### src/rtl/key_conditioner_pkg.sv
// Shared types and defaults for the KEY push-button conditioner.
// Optional auto-repeat is enabled by defining KEY_CONDITIONER_REPEAT_EN.
package key_cond_pkg;

  typedef enum logic [1:0] {
    UP      = 2'd0,
    FILT_DN = 2'd1,
    DOWN    = 2'd2,
    FILT_UP = 2'd3
  } key_state_t;

  localparam int DEF_N_KEYS          = 4;
  localparam int DEF_DEBOUNCE_CYCLES = 50000;     // 1 ms at 50 MHz
  localparam int DEF_REPEAT_DELAY    = 25000000;  // 0.5 s at 50 MHz
  localparam int DEF_REPEAT_PERIOD   = 5000000;   // 0.1 s at 50 MHz

  // Bits needed to hold 0 .. max_count-1, never less than one bit.
  function automatic int cnt_width(input int max_count);
    return (max_count > 1) ? $clog2(max_count) : 1;
  endfunction

  function automatic int max_int(input int a, input int b);
    return (a > b) ? a : b;
  endfunction

endpackage

### src/rtl/key_conditioner_if.sv
// Key bundle between the board pins, the conditioner and the user logic.
// The conditioner owns the slave side; the pin/user side owns master.
interface key_conditioner_if #(
  parameter int N_KEYS = 4
) ();

  logic [N_KEYS-1:0] key_n;        // raw buttons, active-low
  logic [N_KEYS-1:0] key_level;    // debounced, active-high
  logic [N_KEYS-1:0] key_press;    // one-cycle pulse per accepted press or repeat
  logic [N_KEYS-1:0] key_release;  // one-cycle pulse per accepted release

  modport master (
    output key_n,
    input  key_level,
    input  key_press,
    input  key_release
  );

  modport slave (
    input  key_n,
    output key_level,
    output key_press,
    output key_release
  );

endinterface

### src/rtl/key_conditioner_debounce_ch.sv
// One key channel: two-flop synchronizer, counting debounce FSM and, when
// KEY_CONDITIONER_REPEAT_EN is defined, an auto-repeat timer for held keys.
module key_debounce_ch
  import key_cond_pkg::*;
#(
  parameter int DEBOUNCE_CYCLES = DEF_DEBOUNCE_CYCLES,
  parameter int REPEAT_DELAY    = DEF_REPEAT_DELAY,
  parameter int REPEAT_PERIOD   = DEF_REPEAT_PERIOD
) (
  input  logic clk,
  input  logic reset,
  input  logic key_n,
  output logic key_level,
  output logic key_press,
  output logic key_release
);

  localparam int              CW       = cnt_width(DEBOUNCE_CYCLES);
  localparam logic [CW-1:0]   CNT_ONE  = CW'(1);
  localparam logic [CW-1:0]   CNT_LAST = CW'(DEBOUNCE_CYCLES - 1);

  // Fails elaboration on settings the counters cannot honour.
  if (DEBOUNCE_CYCLES < 2 || REPEAT_DELAY < 1 || REPEAT_PERIOD < 1) begin : g_bad_params
    $error("key_debounce_ch: DEBOUNCE_CYCLES must be >= 2 and REPEAT_* >= 1");
  end

  logic [1:0]    sync_q;
  logic          s;
  key_state_t    state_q;
  logic [CW-1:0] cnt_q;
  logic          press_evt;
  logic          release_evt;
  logic          rpt_fire;

  assign s = ~sync_q[1];

  // NOTE: always_comb outputs get a default first so no path leaves them
  // unassigned; otherwise synthesis infers a latch.
  always_comb begin
    press_evt   = 1'b0;
    release_evt = 1'b0;
    if (cnt_q == CNT_LAST) begin
      press_evt   = (state_q == FILT_DN) &&  s;
      release_evt = (state_q == FILT_UP) && !s;
    end
  end

  // NOTE: every register here uses <= so all flops update from the values
  // held before the edge; blocking = would let sync_q[1] see the new
  // sync_q[0] in the same cycle and collapse the synchronizer.
  always_ff @(posedge clk) begin
    if (reset) begin
      sync_q      <= 2'b11;
      state_q     <= UP;
      cnt_q       <= '0;
      key_level   <= 1'b0;
      key_press   <= 1'b0;
      key_release <= 1'b0;
    end else begin
      sync_q      <= {sync_q[0], key_n};
      key_press   <= press_evt | rpt_fire;
      key_release <= release_evt;

      unique case (state_q)
        UP: begin
          if (s) begin
            state_q <= FILT_DN;
            cnt_q   <= CNT_ONE;
          end
        end
        FILT_DN: begin
          // Any bounce drops all filter credit; the next attempt starts at 1.
          if (!s) begin
            state_q <= UP;
            cnt_q   <= '0;
          end else if (press_evt) begin
            state_q   <= DOWN;
            cnt_q     <= '0;
            key_level <= 1'b1;
          end else begin
            cnt_q <= cnt_q + CNT_ONE;
          end
        end
        DOWN: begin
          if (!s) begin
            state_q <= FILT_UP;
            cnt_q   <= CNT_ONE;
          end
        end
        FILT_UP: begin
          if (s) begin
            state_q <= DOWN;
            cnt_q   <= '0;
          end else if (release_evt) begin
            state_q   <= UP;
            cnt_q     <= '0;
            key_level <= 1'b0;
          end else begin
            cnt_q <= cnt_q + CNT_ONE;
          end
        end
      endcase
    end
  end

`ifdef KEY_CONDITIONER_REPEAT_EN
  localparam int            RW          = cnt_width(max_int(REPEAT_DELAY, REPEAT_PERIOD));
  localparam logic [RW-1:0] RPT_ONE     = RW'(1);
  localparam logic [RW-1:0] DELAY_LAST  = RW'(REPEAT_DELAY - 1);
  localparam logic [RW-1:0] PERIOD_LAST = RW'(REPEAT_PERIOD - 1);

  logic [RW-1:0] rpt_cnt_q;
  logic          rpt_first_q;  // still waiting for the longer initial delay
  logic          held;

  assign held = (state_q == DOWN) || (state_q == FILT_UP);

  // A release on the same edge wins; the repeat due then is dropped.
  always_comb begin
    rpt_fire = 1'b0;
    if (held && !release_evt) begin
      rpt_fire = rpt_first_q ? (rpt_cnt_q == DELAY_LAST) : (rpt_cnt_q == PERIOD_LAST);
    end
  end

  always_ff @(posedge clk) begin
    if (reset || press_evt || !held || release_evt) begin
      rpt_cnt_q   <= '0;
      rpt_first_q <= 1'b1;
    end else if (rpt_fire) begin
      rpt_cnt_q   <= '0;
      rpt_first_q <= 1'b0;
    end else begin
      rpt_cnt_q <= rpt_cnt_q + RPT_ONE;
    end
  end
`else
  assign rpt_fire = 1'b0;
`endif

endmodule

### src/rtl/key_conditioner.sv
// Conditions active-low DE1-SoC KEY buttons into debounced levels and pulses.
// Define KEY_CONDITIONER_REPEAT_EN to add auto-repeat press pulses on held keys.
module key_conditioner
  import key_cond_pkg::*;
#(
  parameter int N_KEYS          = DEF_N_KEYS,
  parameter int DEBOUNCE_CYCLES = DEF_DEBOUNCE_CYCLES,
  parameter int REPEAT_DELAY    = DEF_REPEAT_DELAY,
  parameter int REPEAT_PERIOD   = DEF_REPEAT_PERIOD
) (
  input logic              clk,
  input logic              reset,
  key_conditioner_if.slave keys
);

  logic [N_KEYS-1:0] level_w;
  logic [N_KEYS-1:0] press_w;
  logic [N_KEYS-1:0] release_w;

  for (genvar i = 0; i < N_KEYS; i++) begin : g_ch
    key_debounce_ch #(
      .DEBOUNCE_CYCLES(DEBOUNCE_CYCLES),
      .REPEAT_DELAY   (REPEAT_DELAY),
      .REPEAT_PERIOD  (REPEAT_PERIOD)
    ) u_ch (
      .clk        (clk),
      .reset      (reset),
      .key_n      (keys.key_n[i]),
      .key_level  (level_w[i]),
      .key_press  (press_w[i]),
      .key_release(release_w[i])
    );
  end

  assign keys.key_level   = level_w;
  assign keys.key_press   = press_w;
  assign keys.key_release = release_w;

endmodule

### src/flat_wrapper.sv
// flat-port wrapper written by rule: the top's interface ports become plain ports
module key_conditioner_flat import key_cond_pkg::*;
#(
  parameter int N_KEYS          = DEF_N_KEYS,
  parameter int DEBOUNCE_CYCLES = DEF_DEBOUNCE_CYCLES,
  parameter int REPEAT_DELAY    = DEF_REPEAT_DELAY,
  parameter int REPEAT_PERIOD   = DEF_REPEAT_PERIOD
)
  (clk, reset, keys_key_n, keys_key_level, keys_key_press, keys_key_release);
  key_conditioner_if #(.N_KEYS(N_KEYS)) keys_i ();
  input logic clk;
  input logic reset;
  input wire logic [$bits(keys_i.key_n)-1:0] keys_key_n;
  output wire logic [$bits(keys_i.key_level)-1:0] keys_key_level;
  output wire logic [$bits(keys_i.key_press)-1:0] keys_key_press;
  output wire logic [$bits(keys_i.key_release)-1:0] keys_key_release;
  assign keys_i.key_n = keys_key_n;
  assign keys_key_level = keys_i.key_level;
  assign keys_key_press = keys_i.key_press;
  assign keys_key_release = keys_i.key_release;
  key_conditioner #(.N_KEYS(N_KEYS), .DEBOUNCE_CYCLES(DEBOUNCE_CYCLES), .REPEAT_DELAY(REPEAT_DELAY), .REPEAT_PERIOD(REPEAT_PERIOD)) u_core (.clk(clk), .reset(reset), .keys(keys_i));
endmodule
### config.mk
export PLATFORM = sky130hd
export DESIGN_NAME = key_conditioner_flat
export DESIGN_NICKNAME = d
export VERILOG_FILES = /design/src/rtl/key_conditioner_pkg.sv /design/src/rtl/key_conditioner_if.sv /design/src/rtl/key_conditioner_debounce_ch.sv /design/src/rtl/key_conditioner.sv /design/src/flat_wrapper.sv
export SDC_FILE = /design/constraint.sdc
export NUM_CORES = 1
export LEC_CHECK = 0
export CORE_AREA = 2 2 89 91
export CTS_CLUSTER_DIAMETER = 40
export DETAILED_ROUTE_END_ITERATION = 7
export DIE_AREA = 0 0 91 93
export GPL_ROUTABILITY_DRIVEN = 0
export PLACE_DENSITY_LB_ADDON = 0.3
export SYNTH_ARGS = -nofsm -noshare
export SYNTH_HDL_FRONTEND = slang
export SYNTH_HIERARCHICAL = 1
export SYNTH_SLANG_ARGS = --single-unit
export TNS_END_PERCENT = 10
### constraint.sdc
create_clock -name clk -period 2.4 [get_ports clk]
set_input_delay 0.72 -clock clk [delete_from_list [all_inputs] [get_ports clk]]
set_output_delay 0.72 -clock clk [all_outputs]
set_load 0.02 [all_outputs]
-- Yosys cells after proc, flatten, opt, wreduce, memory -nomap -nowiden
Index checks and enable logic that the tools add are counted.
- bits in registers: 92
- input bits: 6
- word-level logic and storage cells: 192
- $add $sub $neg: 4
- eq/ne operators: 48
- mux-type cells: 84
- bitwise gates (word level): 4
- reductions and logical operators: 28
- operators by type and width (kind ; count):
    16-bit 2-to-1 mux ; 24
    16-bit one-hot mux with 4 select lines ; 4
    16-bit by 1-bit adder with 16-bit output (second input constant) ; 4
    16-bit == test (second input constant) ; 4
    2-bit 2-to-1 mux ; 24
    2-bit != test (second input constant) ; 24
    2-bit one-hot mux with 4 select lines ; 4
    1-bit 2-to-1 mux ; 24
    3-bit != test (second input constant) ; 8
    5-bit AND reduction ; 4
    2-bit == test (second input constant) ; 8
    4-bit AND reduction ; 4
    2-bit by 1-bit == test with 1-bit output (second input constant) ; 4
    1-bit logical AND ; 8
    2-bit logical NOT ; 4
    1-bit one-hot mux with 2 select lines ; 4
    2-bit AND reduction ; 4
    2-bit nonzero test ; 4
    1-bit inverter ; 4

-- Logic depth before layout (Yosys ltp)
- depth in word-level cells: 6
- mapped depth: 8
- gate-level depth less buffers: 6

-- Hierarchy
Netlist, hierarchy kept.
- modules (own cells, without submodules) (module ; instances ; cells each ; area an instance (µm²)):
    key_debounce_ch at u_core.g_ch[0].u_ch ... ; 3 ; 127 ; 1077.3
    key_debounce_ch at u_core.g_ch[3].u_ch ; 1 ; 134 ; 1157.4

-- Worst setup path before layout
No wires, ideal clock.
- path kind: register -> register
- start point: reg u_core.g_ch[0].u_ch.cnt_q[0]
- end point: reg u_core.g_ch[0].u_ch.cnt_q[14]
- data arrival time: 1643 ps
- required time: 2273 ps
- path slack: 630 ps
- stages on the path, launching flop included: 8
- path buffers: 1
- period minus slack after synthesis: 1770 ps
- cells stage by stage: dfxtp_1 ha_1 nand3_1 nor4_4 nor2_1 buf_2 a41oi_1 a31oi_1
- longest elaborated chain between the ends: 5
- elaborated cells on any way between the ends: 9
- those cells by class: add/sub (1); eq/ne (1); mux (7)
- RTL lines (item ; line ; RTL):
    from (decl) ; key_conditioner_debounce_ch.sv:30 ; logic [CW-1:0] cnt_q;
    from (signal assigned) ; key_conditioner_debounce_ch.sv:81 ; cnt_q <= cnt_q + CNT_ONE;
    from (signal assigned) ; key_conditioner_debounce_ch.sv:99 ; cnt_q <= cnt_q + CNT_ONE;
    parallel branches: the longest is 4 deep, another holds 16-bit by 1-bit adder with 16-bit output ; - ;
    16-bit one-hot mux with 4 select lines (*) ; key_conditioner_debounce_ch.sv:64 ; unique case (state_q)
Every way passes the cells marked *.
A chain may end at the register's enable or synchronous reset.

-- Worst setup path after layout
- start point: reg u_core.g_ch[3].u_ch.key_level
- end point: out keys_key_level[3]
- RTL lines (item ; line ; RTL):
    from (decl) ; key_conditioner_debounce_ch.sv:13 ; output logic key_level,
    from (signal assigned) ; key_conditioner_debounce_ch.sv:56 ; key_level <= 1'b0;
    from (signal assigned) ; key_conditioner_debounce_ch.sv:79 ; key_level <= 1'b1;
    from (signal assigned) ; key_conditioner_debounce_ch.sv:97 ; key_level <= 1'b0;
    to (decl) ; flat_wrapper.sv:14 ; output wire logic [$bits(keys_i.key_level)-1:0] keys_key_level;
No word-level cell between the ends.

==> flow_summary.ini <==
[synth]
yosysTopAreaCellShare_pct = 41.96
syn_nets = 525
synth_area_leader_cell = dfxtp_1
synthArstFlopShare_pct = 0
synth_most_common_cell = dfxtp_1
yosysWarnings = 6
synthFlopType = dfxtp_1
yosys_register_bits = 92
synth_area_per_cell_um2 = 8.523
syn_inst = 515
yosysSeqAreaShare_pct = 41.96
netlist_top_cells_count = 92 x dfxtp_1, 55 x nand2_1, 36 x o21ai_0
synth_edf_count = 0
synth.cell_area_um2 = 4389
synth_cell_type_count = 52
synth_area_leaders = dfxtp_1 42%, a31oi_1 4.7%, nand2_1 4.7%

[floorplanning]
dieArea_um2 = 8463
die_w_um = 91
start_util_pct = 58.31
rows = 32
core-area_um2 = 7527
die_h_um = 93
ios = 18

[timing]
setup_ws_ns = 0.3085
finClkSkew_ns = 0.009491
rsz0062_at_grt = no
tightest_slew_ns = 0.6781
hold_viol = 0
slew_violations = 0
finalSetupTns_ns = 0
finalSetupViolations = 0
fmax_mhz = 478.1
slew_headroom_pct = 54.45
min_period_ns = 2.092
fin_crit_sh_pct = 87.15

[route]
drt_wl_total_um = 9052
drtIter0Drc = 143
drtPass1Iterations = 4
viasPerCell = 6.014
vias = 3885
ant_nets = 0
remaining_drc_errors = 0
wl_per_cell_um = 14.01

[worst_setup_path]
r2r_slack_ns = 0.31
cp_data_arrival_time_ns = 1.37
cp_cell_sequence = clkdlybuf4s50_1
crit_path_end_kind = output port
crit_path_top_delay_cell = clkdlybuf4s50_1
max_stage_delay_ns = 0.62
critPathTopFamily = buffers and inverters
worstReg2RegStart = u_core/g_ch[0].u_ch/cnt_q[0]$_SDFFE_PP0P_
reg2reg_to = u_core/g_ch[0].u_ch/key_level$_SDFFE_PP0P_
path_buf_inv = 1
path_max_fanout = 3
crit_required_ns = 1.68
reg2reg_depth = 7
critical_path_class = reg2out
start_kind = flop

[power_and_ir_drop]
switching_share_pct = 24.05
internal_power_mw = 2.039
seqPwrFrac_pct = 58.3
power.density_nw_per_um2 = 543.4
power_mw = 2.685
leakagePower_nw = 1.643
p_comb_share_pct = 4.8
vdd.ir_drop.worst_v = 0.0002778
p_sw_mw = 0.6458
clkPwrFrac_pct = 37.0

[cells_and_area]
nets = 549
fillCellCount = 648
stdcell_area_um2 = 4941
layout-drive-gt1-share_pct = 13.60
area_delta_synth_final_pct = 12.57
insertedDiodeCount = 0

[global_routing]
grt_pass1_vias = 3569
grt_pass1_wl_um = 15830
grt_max_degree = 33
antenna_found_initial = 0
grt_usage_pct = 22.53
grt-ovfl-total = 0

[worst_hold_path]
holdCritStartpoint = u_core/g_ch[0].u_ch/sync_q[0]$_SDFF_PP1_
worst_hold_path.endpoint = u_core/g_ch[0].u_ch/sync_q[1]$_SDFF_PP1_
hold_path_depth = 1
hold_class = reg2reg

[clock_tree]
clock-sinks = 92
ctsResizeCount = 0
cts_root_buf = clkbuf_8
cts_max_level = 3
clockBufferDepth = 2
cts_setup_buffers = 0
clkLatencyLatePin_ns = 0.37
cts_made_buffers = 9
clk_pin_slew_worst_paths_ns = 0.09
cts_hold_buffers = 0
cts_tree = yes

[place]
dpl_worst_slack_ns = 0.09315
dp_hpwl_um = 6040
port_buffers = 17
place_area_um2 = 4755

[job]
maxCapViolCount = 0

[run_status]
status = completed
[logic make-up after synthesis]
logic type | count (synthesis) | share of synthesized area, %
buf+inv | 37 | 3.934
xor+xnor | 9 | 1.967
flops | 92 | 41.96
compound gates | 134 | 19.04
mux | 3 | 0.6842
simple gates | 236 | 31.27
fa+ha+maj | 4 | 1.140
[per-layer routing]
layer | global-route usage (%) | vias to the layer above | wire length, um
li1 | - | 1973 | -
met1 | 29.81 | 1800 | 4403
met2 | 35.06 | 99 | 4076
met3 | 4.512 | 13 | 394
met4 | 11.62 | 0 | 176
met5 | 0 | - | 0
[flip-flops by register name (all words and copies together) (netlist names), named ones only]
register / count
u_core/g_ch.u_ch/key_press: 4
u_core/g_ch.u_ch/cnt_q: 64
u_core/g_ch.u_ch/sync_q: 8
u_core/g_ch.u_ch/key_level: 4
u_core/g_ch.u_ch/key_release: 4
u_core/g_ch.u_ch/state_q: 4
[power by group through the flow]
stage               clock (mW)  sequential, mW  combinational [mW]
floorplan                    0            1.60              0.0740
global placement             0            1.60               0.124
detailed placement           0            1.60               0.127
CTS                       1.01            1.56               0.128
global route              1.08            1.57               0.142
finish                   0.993            1.56               0.128
[placed cells by master, fill, tap and decap left out, types with 8 or more instances in the layout]
| master | netlist | routed |
|---|---|---|
| nand3b_1 | 8 | 8 |
| nand3_1 | 29 | 29 |
| a211oi_1 | 10 | 10 |
| or3_1 | 10 | 10 |
| a31oi_1 | 33 | 33 |
| dfxtp_1 | 92 | 92 |
| nand4_1 | 17 | 17 |
| nor3_1 | 22 | 22 |
| a21oi_1 | 24 | 24 |
| buf_4 | 1 | 18 |
| clkbuf_8 | 0 | 11 |
| nand2_1 | 55 | 55 |
| o21ai_0 | 36 | 36 |
| or2_2 | 8 | 8 |
| nor2_1 | 33 | 33 |
| clkdlybuf4s50_1 | 0 | 17 |
| inv_1 | 12 | 12 |
[per-stage QoR]
step | util [%] | hold slack, ns | instances
4_1_cts | 65.64 | 0.4201 | 646
2_1_floorplan | - | 0.3895 | 515
3_3_place_gp | 63.16 | 0.3985 | 630
5_1_grt | 65.64 | 0.4415 | 646
3_5_place_dp | 63.16 | 0.3980 | 630
6_report | 65.64 | 0.4172 | 646
[worst max path at each step]
| stage | startpoint | end | slack [ns] | cells past startpoint |
|---|---|---|---|---|
| after CTS | u_core/g_ch[3].u_ch/key_level$_SDFFE_PP0P_ | keys_key_level[3] | 0.28 | 1 |
| after detailed placement | reset | u_core/g_ch[0].u_ch/cnt_q[12]$_SDFFE_PP0P_ | 0.09 | 7 |
| after floorplan | u_core/g_ch[0].u_ch/cnt_q[0]$_SDFFE_PP0P_ | u_core/g_ch[0].u_ch/cnt_q[14]$_SDFFE_PP0P_ | 0.63 | 7 |
| after global routing | u_core/g_ch[0].u_ch/cnt_q[0]$_SDFFE_PP0P_ | u_core/g_ch[0].u_ch/key_level$_SDFFE_PP0P_ | 0.16 | 7 |
| after global placement | reset | u_core/g_ch[1].u_ch/cnt_q[2]$_SDFFE_PP0P_ | 0.12 | 7 |
| final | u_core/g_ch[3].u_ch/key_level$_SDFFE_PP0P_ | keys_key_level[3] | 0.31 | 1 |
[layout make-up]
type	instances	area, um2	share of cell area [%]
tap	102	127.6	2.583
multi-input combinational	386	2375	48.06
timing repair buffer	38	365.4	7.394
clock buffer	11	151.4	3.064
sequential	92	1842	37.28
clock inverter	5	35.03	0.7090
inverter	12	45.04	0.9116
(Power assumes the default switching activity.)
